<file path="src/rtl/dmac_pkg.sv">
`default_nettype none
// ============================================================================
//  Module   : dmac_pkg
//  Brief    : Shared types and constants for the DMAC channel arbiter.
//  Revision : 1.0 - initial release
// ============================================================================
package dmac_pkg;

  // Arbiter / bus-ownership sequencer states.
  typedef enum logic [2:0] {
    IDLE    = 3'd0,
    REQ_BUS = 3'd1,
    ACTIVE  = 3'd2,
    PAUSE   = 3'd3,
    DONE    = 3'd4
  } arb_state_e;

  // Encodings of the RR_MODE parameter.
  localparam int c_rr_mode_fixed = 0;
  localparam int c_rr_mode_rr    = 1;

endpackage : dmac_pkg
`default_nettype wire

</file>
<file path="src/rtl/dmac_rr_picker.sv">
`default_nettype none
// ============================================================================
//  Module   : dmac_rr_picker
//  Brief    : Combinational priority search over pending channel requests.
//             mode=1 searches upward from rr_ptr with wrap-around,
//             mode=0 picks the lowest set index.
//  Revision : 1.0 - initial release
// ============================================================================
module dmac_rr_picker #(
  parameter int NUM_CH = 4
) (
  input  logic [NUM_CH-1:0]         pending,
  input  logic [$clog2(NUM_CH)-1:0] rr_ptr,
  input  logic                      mode,
  output logic [$clog2(NUM_CH)-1:0] grant_idx,
  output logic                      valid
);

  localparam int            IW    = $clog2(NUM_CH);
  // One extra bit so base + offset never overflows before the wrap.
  localparam logic [IW:0]   c_num = (IW+1)'(NUM_CH);

  logic [IW-1:0] w_base;
  logic [IW:0]   w_sum;
  logic [IW-1:0] w_idx;

  // Walk from the farthest candidate to the nearest so the nearest set bit wins.
  always_comb begin
    w_base    = mode ? rr_ptr : '0;
    w_sum     = '0;
    w_idx     = '0;
    grant_idx = '0;
    valid     = 1'b0;
    for (int i = NUM_CH - 1; i >= 0; i--) begin
      w_sum = {1'b0, w_base} + (IW+1)'(i);
      if (w_sum >= c_num) begin
        w_sum = w_sum - c_num;
      end
      w_idx = w_sum[IW-1:0];
      if (pending[w_idx]) begin
        grant_idx = w_idx;
        valid     = 1'b1;
      end
    end
  end

endmodule : dmac_rr_picker
`default_nettype wire

</file>
<file path="src/rtl/dmac_ch_arbiter.sv">
`default_nettype none
// ============================================================================
//  Module   : dmac_ch_arbiter
//  Brief    : N-channel DMAC request arbiter and AHB bus-ownership sequencer.
//             Selects a channel, requests the bus, starts/stalls the transfer
//             engine and acknowledges/flags the channel on completion.
//  Revision : 1.0 - initial release
// ============================================================================
module dmac_ch_arbiter
  import dmac_pkg::*;
#(
  parameter int NUM_CH  = 4,
  parameter int RR_MODE = 1
) (
  input  logic                      clk,
  input  logic                      rst,
  input  logic [NUM_CH-1:0]         DmacReq,
  input  logic [NUM_CH-1:0]         ch_en,
  input  logic                      Bus_Grant,
  input  logic                      ch_done,
  input  logic [NUM_CH-1:0]         irq_clr,
  output logic                      Bus_Req,
  output logic [$clog2(NUM_CH)-1:0] ch_id,
  output logic                      ch_start,
  output logic                      ch_hold,
  output logic [NUM_CH-1:0]         ReqAck,
  output logic [NUM_CH-1:0]         irq_status,
  output logic                      Interrupt
);

  localparam int            IW     = $clog2(NUM_CH);
  localparam logic [IW-1:0] c_last = IW'(NUM_CH - 1);
  localparam logic          c_mode = (RR_MODE == c_rr_mode_rr) ? 1'b1 : 1'b0;

  arb_state_e        r_state;
  arb_state_e        w_state_nxt;
  logic [IW-1:0]     r_ch_id;
  logic [IW-1:0]     r_rr_ptr;
  logic              r_ch_start;
  logic [NUM_CH-1:0] r_irq;
  logic [NUM_CH-1:0] w_pending;
  logic [IW-1:0]     w_pick_idx;
  logic              w_pick_valid;
  logic [NUM_CH-1:0] w_ack;

  assign w_pending = DmacReq & ch_en;

  dmac_rr_picker #(
    .NUM_CH (NUM_CH)
  ) u_picker (
    .pending   (w_pending),
    .rr_ptr    (r_rr_ptr),
    .mode      (c_mode),
    .grant_idx (w_pick_idx),
    .valid     (w_pick_valid)
  );

  // State register.
  always_ff @(posedge clk or negedge rst) begin
    if (!rst) begin
      r_state <= IDLE;
    end else begin
      r_state <= w_state_nxt;
    end
  end

  // Next-state logic; completion beats a simultaneous grant loss.
  always_comb begin
    w_state_nxt = r_state;
    unique case (r_state)
      IDLE:    if (w_pick_valid) w_state_nxt = REQ_BUS;
      REQ_BUS: begin
        if (!ch_en[r_ch_id])  w_state_nxt = IDLE;
        else if (Bus_Grant)   w_state_nxt = ACTIVE;
      end
      ACTIVE: begin
        if (ch_done)          w_state_nxt = DONE;
        else if (!Bus_Grant)  w_state_nxt = PAUSE;
      end
      PAUSE:   if (Bus_Grant) w_state_nxt = ACTIVE;
      DONE:    w_state_nxt = IDLE;
      default: w_state_nxt = IDLE;
    endcase
  end

  // Outputs decoded directly from the state register.
  always_comb begin
    w_ack = '0;
    if (r_state == DONE) begin
      w_ack[r_ch_id] = 1'b1;
    end
  end

  assign Bus_Req    = (r_state == REQ_BUS) || (r_state == ACTIVE) || (r_state == PAUSE);
  assign ch_hold    = (r_state == PAUSE);
  assign ReqAck     = w_ack;
  assign ch_id      = r_ch_id;
  assign ch_start   = r_ch_start;
  assign irq_status = r_irq;
  assign Interrupt  = |r_irq;

  // Channel latch, start pulse, rotation pointer and sticky completion flags.
  always_ff @(posedge clk or negedge rst) begin
    if (!rst) begin
      r_ch_id    <= '0;
      r_rr_ptr   <= '0;
      r_ch_start <= 1'b0;
      r_irq      <= '0;
    end else begin
      if ((r_state == IDLE) && w_pick_valid) begin
        r_ch_id <= w_pick_idx;
      end
      // Only the REQ_BUS->ACTIVE edge starts the engine; PAUSE->ACTIVE does not.
      r_ch_start <= (r_state == REQ_BUS) && (w_state_nxt == ACTIVE);
      if (r_state == DONE) begin
        r_rr_ptr <= (r_ch_id == c_last) ? '0 : r_ch_id + IW'(1);
      end
      // A completion set overrides a clear of the same bit.
      r_irq <= (r_irq & ~irq_clr) | w_ack;
    end
  end

endmodule : dmac_ch_arbiter
`default_nettype wire

</file>
<file path="config.mk">
export PLATFORM = sky130hd
export DESIGN_NAME = dmac_ch_arbiter
export DESIGN_NICKNAME = d
export VERILOG_FILES = /design/src/rtl/dmac_pkg.sv /design/src/rtl/dmac_rr_picker.sv /design/src/rtl/dmac_ch_arbiter.sv
export SDC_FILE = /design/constraint.sdc
export NUM_CORES = 1
export LEC_CHECK = 0
export ABC_CLOCK_PERIOD_IN_PS = 2100
export CORE_MARGIN = 1.5
export CORE_UTILIZATION = 40
export DETAILED_ROUTE_END_ITERATION = 7
export PLACE_DENSITY = 0.79
export REMOVE_ABC_BUFFERS = 1
export SLEW_MARGIN = 10
export SYNTH_ARGS = -nofsm -noshare
export SYNTH_HDL_FRONTEND = slang
export SYNTH_SLANG_ARGS = --single-unit
</file>
<file path="constraint.sdc">
create_clock -name clk -period 2.1 [get_ports clk]
set_clock_uncertainty 0.15 [all_clocks]
set_input_delay 0.42 -clock clk [delete_from_list [all_inputs] [get_ports clk]]
set_output_delay 0.42 -clock clk [all_outputs]
set_load 0.01 [all_outputs]
</file>
==> results.md, run 1 <==
- The flow ran to the end, and the final reports show no timing, DRC or antenna violations.
- The first global-routing pass estimated 2630 µm of wire.
- In this run the horizontal extent of the chip is 43.9 µm.
- The worst hold slack is about 0.35 ns.
- In this run the vertical extent of the chip is 43.9 µm.
- The first TritonRoute pass finished after 4 iterations.
- The number of buffers between clock root and the deepest sink is 2.
- In this run the static leakage power is 0.000534 µW.
- STA classifies the critical path endpoint as an output port.
- The number of buffers created by CTS is 3.
- After routing the design area is between 0.001 and 0.0015 mm².
- Along the worst path, the maximum fanout reaches 7.
- The via count of the first global-routing pass is 635.
- The routability congestion estimate from global placement is 0.755.
- Wires add up to 1650 µm.
- TritonCTS built the clock tree.
- The cell type of the slowest stage on the worst timing path is clkdlybuf4s50_1.
- The worst pin sits at a relative slew slack of 0.644.
- The die covers slightly below 0.002 mm².
- The number of remaining DRC errors is 0.
- The root buffer selected by CTS is clkbuf_4.
- For this configuration, the core starts out at a cell density of 0.434.
- Summing internal, switching and leakage power gives 1060 µW.
- Yosys instantiated no cell more often than dfrtp_1.
- For this run, the register share of the synthesized area comes to 0.449.
- The number of hold violations in the final report is 0.
- The clock-pin slew reported for the worst setup and hold paths after clock tree synthesis is 0.08 ns.
- 30 I/O pins were placed.
- The yosys synthesis warning count is 0.
- The post-DP HPWL is 1210 µm.
- The synthesis-to-layout area growth is 61.5%.
- The signal on the critical path passes through nor2_1 > clkdlybuf4s50_1.
- A synthesized cell averages 9.99 µm².
- Summed over all layers, the global routing overflow is 0.
- The fraction of post-synthesis cell area in the top cell type by area is 0.449.
- In the global route stage, overall resource usage came out at 0.191.
- The fraction of registers with async set/reset is 1.00.
- The mapped cell area is 669 µm².
- The cell type with the highest aggregate area in the netlist is dfrtp_1.
- The number of antenna violations at the first check in global routing is 0.
- STA puts the critical path data required time at 1.53 ns.
- Setup repair after global routing left no endpoint under its margin.
- The TritonCTS sink count is 12.
- The delay of the slowest critical-path stage is between 0.5 and 0.6 ns.
- Entering global routing, the biggest net connects 13 pins.
- The vias after detailed routing is ~650.
- The number of enable flip-flop cells after synthesis is 0.
- In the final routed layout, each cell accounts on average for 13.4 µm.
- After technology mapping, the gate count stands at 67.
- Counting flops and latches in the post-synthesis netlist gives 12.
- The sum of negative setup slack is 0 ns.
- 0 antenna diodes ended up in the layout.
- For this run, the leading register cell type out of synthesis is dfrtp_1.
- Yosys attributes the largest share of cell area to dfrtp_1 (45%), ha_1 (7.5%), mux2_2 (5.0%), and3_1 (4.7%), nand2_1 (4.5%).
- The number of H-tree levels is 1.
- The maximum resistive drop on vdd is 539 µV.
- After the first detailed-routing iteration, the DRC count stood at 10.
- For met3 alone, demand over resource in global routing was 0.0500.
- The core box area is ~0.0015 mm².
- Ranked by instance count, the synthesized netlist is headed by dfrtp_1 (12), nand2_1 (8), inv_1 (7), and3_1 (5).
- Dividing the final minimum period by the clock period gives 0.938.
- The number of maximum-capacitance constraint violations is 0.
- The number of different library cells in the post-synthesis netlist is 25.
- Port buffering added 29 buffers.
- The actual slew at the worst max-slew pin is around 0.53 ns.
- The global routing usage on met2 is 0.335.
- Data on the critical path arrives at its endpoint at 1.40 ns.
- The layer with the highest usage after global routing is met2.
- The number of placement rows is 14.
- The time the worst path needs with I/O delays and setup is between 1.5 and 2 ns.
- The share of layout cells above drive strength 1 is 0.206.
- The number of fillers in the final layout is 137.
- The power per standard cell area is 981 mW/mm².
- The latest clock arrival within the worst-skew pair is 0.26 ns.
- The setup path with the least slack is of type reg2out.
- The startpoint identified for the worst register-to-register timing path is r_state[2].
- At the end of the flow, the number of nets in the layout was 128.
- The critical path startpoint category is a flop.
- After detailed placement, the total cell area comes to 991 µm².
- The maximum operating frequency is 0.508 GHz.
- The most critical setup path has its startpoint at r_state[2].
- The post-cts hold buffer count is 0.
- In the global route stage, met1 resource usage came out at 0.212.
- The class of the tightest hold or removal check is in2async.
- The final number of max-transition violations is 0.
- Dividing the detail-routed via count by the number of cells gives about 5.3.
- The detail route stage leaves a number of antenna-violating nets equal to 0.
- The total of endpoints with negative setup slack in the final report is 0.
[cells by family after synthesis]
group,share of synthesized area
AO/OA/AOI/OAI,0.155
adder cells (fa/ha/maj),0.0748
buffers and inverters,0.0449
flip-flops,0.449
multiplexers,0.0841
AND/OR/NAND/NOR,0.193
[power by group]
group	internal [µW]	switching, µW	total [µW]
Sequential	300	72.9	373
Clock	105	72.3	178
Combinational	294	216	510
[metal layers]
layer / wire (µm) / vias to the layer above
met2: 832 / 29
met1: 662 / 300
li1: - / 320
met3: 133 / 2
met4: 23 / 0
met5: 0 / -
[through the flow]
| stage | utilization | worst slack [ns] | std cells |
|---|---|---|---|
| 6_report | 0.701 | 0.130 | 123 |
| 5_1_grt | 0.701 | 0.0516 | 123 |
| 4_1_cts | 0.685 | 0.0136 | 120 |
| 3_5_place_dp | 0.643 | 0.0979 | 113 |
| 3_3_place_gp | 0.643 | 0.137 | 113 |
| 2_1_floorplan | - | 0.586 | 66 |
[registers in the layout, indices dropped and copies added, names as in the netlist]
name / cells
r_state: 3
ch_start: 1
ch_id: 2
irq_status: 4
r_rr_ptr: 2
[final timing paths]
path | endpoint | slack, ns | depth (start not counted)
setup / recovery | Bus_Req | 0.13 | 2
hold / removal | irq_status[1] | 0.35 | 1
hold reg to reg | irq_status[0] | 0.40 | 2
setup reg to reg | ch_id[1] | 0.38 | 4
max in group asynchronous | r_state[2] | 1.06 | 1
min in group clk | irq_status[0] | 0.40 | 2
[final cells by class]
type / instances / area (µm²) / share of cell area
sequential: 12 / 304 / 0.281
tap: 16 / 20.0 / 0.0185
timing repair buffer: 37 / 348 / 0.322
multi-input combinational: 47 / 347 / 0.321
inverter: 7 / 26.3 / 0.0243
clock buffer: 4 / 36.3 / 0.0336
[cells in the final DEF, fill, tap and decap left out, drive strengths merged, types with 2 or more instances in the layout]
master,Yosys,final
o21ai,3,3
mux2,3,3
and3,5,5
nor2,4,4
nand3,2,2
clkdlybuf4s50,0,24
nand2,8,8
dlygate4sd2,0,4
dfrtp,12,12
ha,4,4
buf,0,8
o21bai,4,4
inv,7,7
clkbuf,1,4
[worst max-delay path: cells and delay by family (launching register included)]
kind | cells | cell delay (ns)
and+or+nand+nor | 1 | 0.13
DFF | 1 | 0.45
buffers and inverters | 1 | 0.55
[what timing repair did]
item,CTS,global route
gates resized for setup,9,1
setup buffers,3,3
endpoints found under the setup margin,5,1
gates cloned,0,0
hold endpoints to repair,0,0
(Power assumes the default switching activity.)
==> run 2, diff against run 1 <==
--- a/config.mk
+++ b/config.mk
@@ -6,6 +6,7 @@
 export NUM_CORES = 1
 export LEC_CHECK = 0
 export ABC_CLOCK_PERIOD_IN_PS = 2100
+export CAP_MARGIN = 20
 export CORE_MARGIN = 1.5
 export CORE_UTILIZATION = 40
 export DETAILED_ROUTE_END_ITERATION = 7
==> results of run 2 <==
The final DEF is identical to that of run 1; final timing and power are the same.
